### src/rtl/mp_arith_seq_pkg.sv
// Shared types for the byte-serial multi-precision add/subtract sequencer.
// FSM state encoding and operation encoding.
package mp_arith_seq_pkg;

  typedef enum logic [1:0] {
    ST_IDLE,
    ST_RUN,
    ST_DRAIN
  } state_t;

  localparam logic OP_ADD = 1'b0;
  localparam logic OP_SUB = 1'b1;

endpackage

### src/rtl/mp_arith_seq_if.sv
// Control, operand and result streams of the multi-precision sequencer.
// master = operand/result side, slave = sequencer.
interface mp_arith_seq_if #(
  parameter int LEN_W = 4
);

  logic             start;
  logic             op_sub;
  logic [LEN_W-1:0] len;
  logic             busy;
  logic             in_valid;
  logic             in_ready;
  logic [7:0]       in_x;
  logic [7:0]       in_y;
  logic             out_valid;
  logic             out_ready;
  logic [7:0]       out_byte;
  logic             out_last;
  logic             done;
  logic             carry_out;
  logic             zero;

  modport master (
    output start, op_sub, len,
    output in_valid, in_x, in_y,
    output out_ready,
    input  busy, in_ready,
    input  out_valid, out_byte, out_last,
    input  done, carry_out, zero
  );

  modport slave (
    input  start, op_sub, len,
    input  in_valid, in_x, in_y,
    input  out_ready,
    output busy, in_ready,
    output out_valid, out_byte, out_last,
    output done, carry_out, zero
  );

endinterface

### src/rtl/mp_arith_seq_addsub.sv
// Shared 8-bit add/subtract ALU slice.
// sub forces cin=1 and inverts y; carry=0 ignores cin.
module mp_arith_seq_addsub (
  input  logic       sub,
  input  logic       carry,
  input  logic       cin,
  input  logic [7:0] x,
  input  logic [7:0] y,
  output logic [7:0] sum,
  output logic       cout
);

  logic [7:0] w_y;
  logic       w_c;
  logic [8:0] w_r;

  assign w_y = sub ? ~y : y;
  assign w_c = sub ? 1'b1 : (carry & cin);
  assign w_r = {1'b0, x} + {1'b0, w_y} + {8'b0, w_c};
  assign {cout, sum} = w_r;

endmodule

### src/rtl/mp_arith_seq.sv
// Byte-serial multi-precision add/subtract sequencer.
// Chains carry/borrow LSB-first through the shared 8-bit ALU slice.
module mp_arith_seq
  import mp_arith_seq_pkg::*;
#(
  parameter int LEN_W = 4
) (
  input  logic              clk,
  input  logic              rst_n,
  mp_arith_seq_if.slave     bus
);

  localparam logic [LEN_W:0] CNT_ONE  = (LEN_W+1)'(1);
  localparam logic [LEN_W:0] CNT_FULL = {1'b1, {LEN_W{1'b0}}};

  state_t         r_state;
  logic [LEN_W:0] r_cnt;
  logic           r_op;
  logic           r_c;
  logic           r_zacc;
  logic           r_busy;
  logic           r_ovalid;
  logic           r_olast;
  logic [7:0]     r_obyte;
  logic           r_done;
  logic           r_cout;
  logic           r_zero;

  logic           w_in_ready;
  logic           w_in_hs;
  logic           w_out_hs;
  logic [7:0]     w_y;
  logic [7:0]     w_sum;
  logic           w_cout;
  logic [LEN_W:0] w_len;

  assign w_in_ready = (r_state == ST_RUN) &&
                      (!r_ovalid || bus.out_ready);
  assign w_in_hs    = w_in_ready && bus.in_valid;
  assign w_out_hs   = r_ovalid && bus.out_ready;
  assign w_y        = (r_op == OP_SUB) ? ~bus.in_y : bus.in_y;
  assign w_len      = (bus.len == '0) ? CNT_FULL
                                      : {1'b0, bus.len};

  // Subtract is x + ~y + c with c seeded to 1, so the slice's own
  // sub input (which forces cin=1 every byte) stays unused.
  mp_arith_seq_addsub u_addsub (
    .sub   (1'b0),
    .carry (1'b1),
    .cin   (r_c),
    .x     (bus.in_x),
    .y     (w_y),
    .sum   (w_sum),
    .cout  (w_cout)
  );

  always_ff @(posedge clk or negedge rst_n) begin
    if (!rst_n) begin
      r_state  <= ST_IDLE;
      r_cnt    <= '0;
      r_op     <= OP_ADD;
      r_c      <= 1'b0;
      r_zacc   <= 1'b0;
      r_busy   <= 1'b0;
      r_ovalid <= 1'b0;
      r_olast  <= 1'b0;
      r_obyte  <= 8'h00;
      r_done   <= 1'b0;
      r_cout   <= 1'b0;
      r_zero   <= 1'b0;
    end else begin
      r_done <= 1'b0;
      unique case (r_state)
        ST_IDLE: begin
          if (bus.start) begin
            r_op    <= bus.op_sub;
            r_cnt   <= w_len;
            r_c     <= bus.op_sub;
            r_zacc  <= 1'b1;
            r_busy  <= 1'b1;
            r_state <= ST_RUN;
          end
        end
        ST_RUN: begin
          if (w_in_hs) begin
            r_obyte  <= w_sum;
            r_ovalid <= 1'b1;
            r_c      <= w_cout;
            r_zacc   <= r_zacc & (w_sum == 8'h00);
            r_cnt    <= r_cnt - CNT_ONE;
            if (r_cnt == CNT_ONE) begin
              r_olast <= 1'b1;
              r_state <= ST_DRAIN;
            end
          end else if (w_out_hs) begin
            r_ovalid <= 1'b0;
          end
        end
        ST_DRAIN: begin
          if (w_out_hs) begin
            r_ovalid <= 1'b0;
            r_olast  <= 1'b0;
            r_cout   <= r_c;
            r_zero   <= r_zacc;
            r_done   <= 1'b1;
            r_busy   <= 1'b0;
            r_state  <= ST_IDLE;
          end
        end
        default: r_state <= ST_IDLE;
      endcase
    end
  end

  assign bus.busy      = r_busy;
  assign bus.in_ready  = w_in_ready;
  assign bus.out_valid = r_ovalid;
  assign bus.out_byte  = r_obyte;
  assign bus.out_last  = r_olast;
  assign bus.done      = r_done;
  assign bus.carry_out = r_cout;
  assign bus.zero      = r_zero;

endmodule

### src/flat_wrapper.sv
// flat-port wrapper written by rule: the top's interface ports become plain ports
module mp_arith_seq_flat import mp_arith_seq_pkg::*;
#(
  parameter int LEN_W = 4
)
  (clk, rst_n, bus_start, bus_op_sub, bus_len, bus_in_valid, bus_in_x, bus_in_y, bus_out_ready, bus_busy, bus_in_ready, bus_out_valid, bus_out_byte, bus_out_last, bus_done, bus_carry_out, bus_zero);
  mp_arith_seq_if #(.LEN_W(LEN_W)) bus_i ();
  input  logic clk;
  input  logic rst_n;
  input wire logic [$bits(bus_i.start)-1:0] bus_start;
  input wire logic [$bits(bus_i.op_sub)-1:0] bus_op_sub;
  input wire logic [$bits(bus_i.len)-1:0] bus_len;
  input wire logic [$bits(bus_i.in_valid)-1:0] bus_in_valid;
  input wire logic [$bits(bus_i.in_x)-1:0] bus_in_x;
  input wire logic [$bits(bus_i.in_y)-1:0] bus_in_y;
  input wire logic [$bits(bus_i.out_ready)-1:0] bus_out_ready;
  output wire logic [$bits(bus_i.busy)-1:0] bus_busy;
  output wire logic [$bits(bus_i.in_ready)-1:0] bus_in_ready;
  output wire logic [$bits(bus_i.out_valid)-1:0] bus_out_valid;
  output wire logic [$bits(bus_i.out_byte)-1:0] bus_out_byte;
  output wire logic [$bits(bus_i.out_last)-1:0] bus_out_last;
  output wire logic [$bits(bus_i.done)-1:0] bus_done;
  output wire logic [$bits(bus_i.carry_out)-1:0] bus_carry_out;
  output wire logic [$bits(bus_i.zero)-1:0] bus_zero;
  assign bus_i.start = bus_start;
  assign bus_i.op_sub = bus_op_sub;
  assign bus_i.len = bus_len;
  assign bus_i.in_valid = bus_in_valid;
  assign bus_i.in_x = bus_in_x;
  assign bus_i.in_y = bus_in_y;
  assign bus_i.out_ready = bus_out_ready;
  assign bus_busy = bus_i.busy;
  assign bus_in_ready = bus_i.in_ready;
  assign bus_out_valid = bus_i.out_valid;
  assign bus_out_byte = bus_i.out_byte;
  assign bus_out_last = bus_i.out_last;
  assign bus_done = bus_i.done;
  assign bus_carry_out = bus_i.carry_out;
  assign bus_zero = bus_i.zero;
  mp_arith_seq #(.LEN_W(LEN_W)) u_core (.clk(clk), .rst_n(rst_n), .bus(bus_i));
endmodule
### config.mk
export PLATFORM = sky130hd
export DESIGN_NAME = mp_arith_seq_flat
export DESIGN_NICKNAME = d
export VERILOG_FILES = /design/src/rtl/mp_arith_seq_pkg.sv /design/src/rtl/mp_arith_seq_if.sv /design/src/rtl/mp_arith_seq_addsub.sv /design/src/rtl/mp_arith_seq.sv /design/src/flat_wrapper.sv
export SDC_FILE = /design/constraint.sdc
export NUM_CORES = 1
export LEC_CHECK = 0
export CORE_MARGIN = 3
export CORE_UTILIZATION = 44
export DETAILED_ROUTE_END_ITERATION = 6
export PLACE_DENSITY = 0.76
export RECOVER_POWER = 50
export SYNTH_ARGS = -nofsm -noshare
export SYNTH_HDL_FRONTEND = slang
export SYNTH_SLANG_ARGS = --single-unit
### constraint.sdc
create_clock -name clk -period 2.79 [get_ports clk]
set_clock_uncertainty 0.05 [all_clocks]
set_input_delay 0.6975 -clock clk [delete_from_list [all_inputs] [get_ports clk]]
set_output_delay 0.6975 -clock clk [all_outputs]
set_load 0.005 [all_outputs]
==> results of run 1 <==
==> sequential cells by signal, summed over array words and instances, names as in the netlist <==
| register | flops |
|---|---|
| u_core.r_c | 1 |
| u_core.bus.zero | 1 |
| u_core.bus.carry_out | 1 |
| u_core.r_zacc | 1 |
| u_core.bus.out_byte | 8 |
| u_core.r_state | 2 |
| u_core.bus.done | 1 |
| u_core.r_cnt | 5 |
| u_core.bus.out_valid | 1 |
| u_core.bus.busy | 1 |
| u_core.r_op | 1 |
| u_core.bus.out_last | 1 |
==> cell families after synthesis <==
| group | share of synthesized area |
|---|---|
| AO/OA/AOI/OAI | 0.1680 |
| flip-flops | 0.3822 |
| AND/OR/NAND/NOR | 0.1354 |
| multiplexers | 0.07007 |
| XOR/XNOR | 0.07803 |
| buffers and inverters | 0.04538 |
| adder cells (fa/ha/maj) | 0.1210 |
==> metal layers <==
metal	vias to the layer above	GRT usage	wire length, um
met3	8	0.03419	121
met5	-	0	0
li1	690	-	-
met4	0	0.06218	85
met1	673	0.2135	1596
met2	36	0.3429	1960
==> power by group through the flow <==
stage / Sequential, uW / Clock [uW] / Combinational (uW)
5_1_grt: 629 / 275 / 1900
4_1_cts: 610 / 259 / 1650
3_5_place_dp: 616 / 0 / 1520
3_3_place_gp: 606 / 0 / 1460
6_report: 613 / 256 / 1710
2_1_floorplan: 595 / 0 / 951
==> path summary, 6_finish.rpt <==
check,startpoint,endpoint,slack [ns],cells past startpoint
worst max-delay path,bus_in_y[2],u_core.r_zacc,0.04,11
worst min-delay path,u_core.bus.out_byte[2],u_core.bus.out_byte[2],0.45,2
max in group asynchronous,rst_n,u_core.bus.out_byte[7],0.83,2
min in group asynchronous,rst_n,u_core.r_state[0],1.11,2
worst max register to register,u_core.r_op,u_core.r_zacc,0.10,9
worst min register to register,u_core.bus.out_byte[2],u_core.bus.out_byte[2],0.45,2
==> timing repair <==
| item | in CTS | in global routing |
|---|---|---|
| buffers inserted | 7 | 0 |
| gates cloned | 0 | 0 |
| pin swaps | 8 | 2 |
| gates resized for setup | 10 | 5 |
| endpoints found under the setup margin | 2 | 2 |
==> cell type report <==
| type | count | area [sq um] | area share |
|---|---|---|---|
| clock inverters | 1 | 30.03 | 0.01336 |
| flip-flops and latches | 24 | 600.6 | 0.2671 |
| multi-input cells | 121 | 949.7 | 0.4224 |
| clock buffers | 3 | 22.52 | 0.01002 |
| repair buffers | 60 | 535.5 | 0.2382 |
| inverters | 14 | 52.55 | 0.02337 |
| well taps | 46 | 57.56 | 0.02560 |
==> per-stage QoR <==
| step | power [uW] | hold slack [ns] |
|---|---|---|
| 6_report | 2579 | 0.4467 |
| 5_1_grt | 2801 | 0.4836 |
| 4_1_cts | 2522 | 0.4515 |
| 3_5_place_dp | 2140 | 0.4203 |
| 3_3_place_gp | 2069 | 0.4161 |
| 2_1_floorplan | 1546 | 0.3519 |
==> placed cells by master (no fill, tap or decap), types with 10 or more instances in the layout <==
cell type / Yosys / layout
buf_4: 0 / 18
clkdlybuf4s50_1: 0 / 35
dfrtp_1: 24 / 24
ha_1: 12 / 12
inv_1: 14 / 14
nand2_1: 15 / 15
nor2_1: 11 / 10
xor2_1: 11 / 10
==> tightest hold or removal path: cells and delay by family (launching register included) <==
kind,cells,cell delay (ns)
compound gates,1,0.06
flops,1,0.37
simple gates,1,0.05
==> results.sh, run 1 <==
export IMPL_status="finished, final reports clean"
export IMPL_h_tree_depth=1
export IMPL_dpl_hpwl_um=2928
export IMPL_drive_gt1_frac=0.1973
export IMPL_path_class="in2reg"
export IMPL_pwr_share_comb=0.663
export IMPL_drt_iter0_markers=64
export IMPL_fp_row_count=21
export IMPL_hold_buffers=0
export IMPL_p_sw_frac=0.3970
export IMPL_critPathMaxFanout=2
export IMPL_io_pins=41
export IMPL_relSlewSlack=0.1429
export IMPL_num_vias=1407
export IMPL_place_inst=258
export IMPL_first_pass_iters=4
export IMPL_tns_ns=0
export IMPL_p_per_area_nw_per_um2=1147
export IMPL_cts_tree="yes"
export IMPL_dpl_cell_area_sq_um=2113
export IMPL_track_usage=0.1864
export IMPL_arrival_ns=2.95
export IMPL_final_area_sq_um=2248
export IMPL_async_reset_ff_frac=1.000
export IMPL_synth_common_cells="dfrtp_1 (24), nand2_1 (15), inv_1 (14), ha_1 (12)"
export IMPL_fmax_ghz=0.3640
export IMPL_synthMostInstantiatedCell="dfrtp_1"
export IMPL_clock_latency_ns=0.32
export IMPL_cap_violations=0
export IMPL_initial_utilization=0.4636
export IMPL_drv_slew=0
export IMPL_final_nets=264
export IMPL_fin_cells=269
export IMPL_yosys_top_cells_area="dfrtp_1 (38%), ha_1 (9.6%), xor2_1 (6.1%)"
export IMPL_core_area_sq_um=3390
export IMPL_grt_ovfl_total=0
export IMPL_via_per_inst=5.230
export IMPL_syn_cell_area_sq_um=1572
export IMPL_path_buf_inv=3
export IMPL_clk_path_buf_depth=2
export IMPL_avgSynthCellArea_sq_um=9.582
export IMPL_hold_viol=0
export IMPL_die_area_sq_um=4324
export IMPL_intPower_uw=1555
export IMPL_p_leak_uw=0.001044
export IMPL_cts_root_buf="clkbuf_4"
export IMPL_die_width_um=65.76
export IMPL_synth_edf_count=0
export IMPL_finalWorstSetupSlack_ns=0.04285
export IMPL_grt_pass1_vias=1371
export IMPL_period_minus_slack_ns=2.747
export IMPL_p_switching_uw=1024
export IMPL_syn_to_final_growth_pct=43.07
export IMPL_critPathTopFamily="buffers and inverters"
export IMPL_yosysTopAreaCell="dfrtp_1"
export IMPL_ys_ff_latch=24
export IMPL_seq_area_frac_synth=0.3822
export IMPL_antenna_found_initial=0
export IMPL_place_congestion=0.8254
export IMPL_post_drt_wl_per_cell_um=13.99
export IMPL_cts_inserted_buffers=3
export IMPL_yosys_most_used_dff="dfrtp_1"
export IMPL_crit_path_max_incr_delay_ns=0.48
export IMPL_syn_nets=204
export IMPL_port_buffers=40
export IMPL_path_clk_slew_ns=0.14
export IMPL_drt_wl_total_um=3763
export IMPL_crit_chain="clkdlybuf4s50_1 > xor2_1 > ha_1 > nor2b_4 > buf_4 > buf_4 > o21ai_2 > nand2b_1 > xor2_1 > or4_4 > o31ai_4"
export IMPL_die_h_um=65.76
export IMPL_worstMarginPinSlew_ns=1.286
export IMPL_worstSetupStartpointType="input pin"
export IMPL_power_frac_seq=0.237
export IMPL_drtAntennaViolNets=0
export IMPL_fin_util=0.6633
export IMPL_synth_warnings=0
export IMPL_worstPathRequired_ns=2.99
export IMPL_cts_sinks=24
export IMPL_drc=0
export IMPL_finalSetupViolations=0
export IMPL_grt_max_degree=25
export IMPL_antenna_cells=0
export IMPL_yosysTopAreaCellShare=0.3822
export IMPL_hold_class="reg2reg"
export IMPL_grt_pass1_wl_um=6134
export IMPL_yosysUniqueCellTypes=38
export IMPL_synth_cells=164
export IMPL_clock_power_share=0.099
export IMPL_vdd_ir_drop_max_mv=0.5279
export IMPL_dp_slack_ns=-0.5569
export IMPL_finalCritPeriodShare=0.9846
export IMPL_fillCellCount=260
export IMPL_cp_slowest_cell="clkdlybuf4s50_1"
export IMPL_critPathCaptureType="register"
Power figures use the tool's default switching activity.
==> run 2: changes to the inputs <==
--- a/config.mk
+++ b/config.mk
@@ -5,6 +5,7 @@
 export SDC_FILE = /design/constraint.sdc
 export NUM_CORES = 1
 export LEC_CHECK = 0
+export ABC_CLOCK_PERIOD_IN_PS = 2790
 export CORE_MARGIN = 3
 export CORE_UTILIZATION = 44
 export DETAILED_ROUTE_END_ITERATION = 6
==> results of run 2 <==
Same layout as run 1: the final DEF is identical, and so are final timing and power.
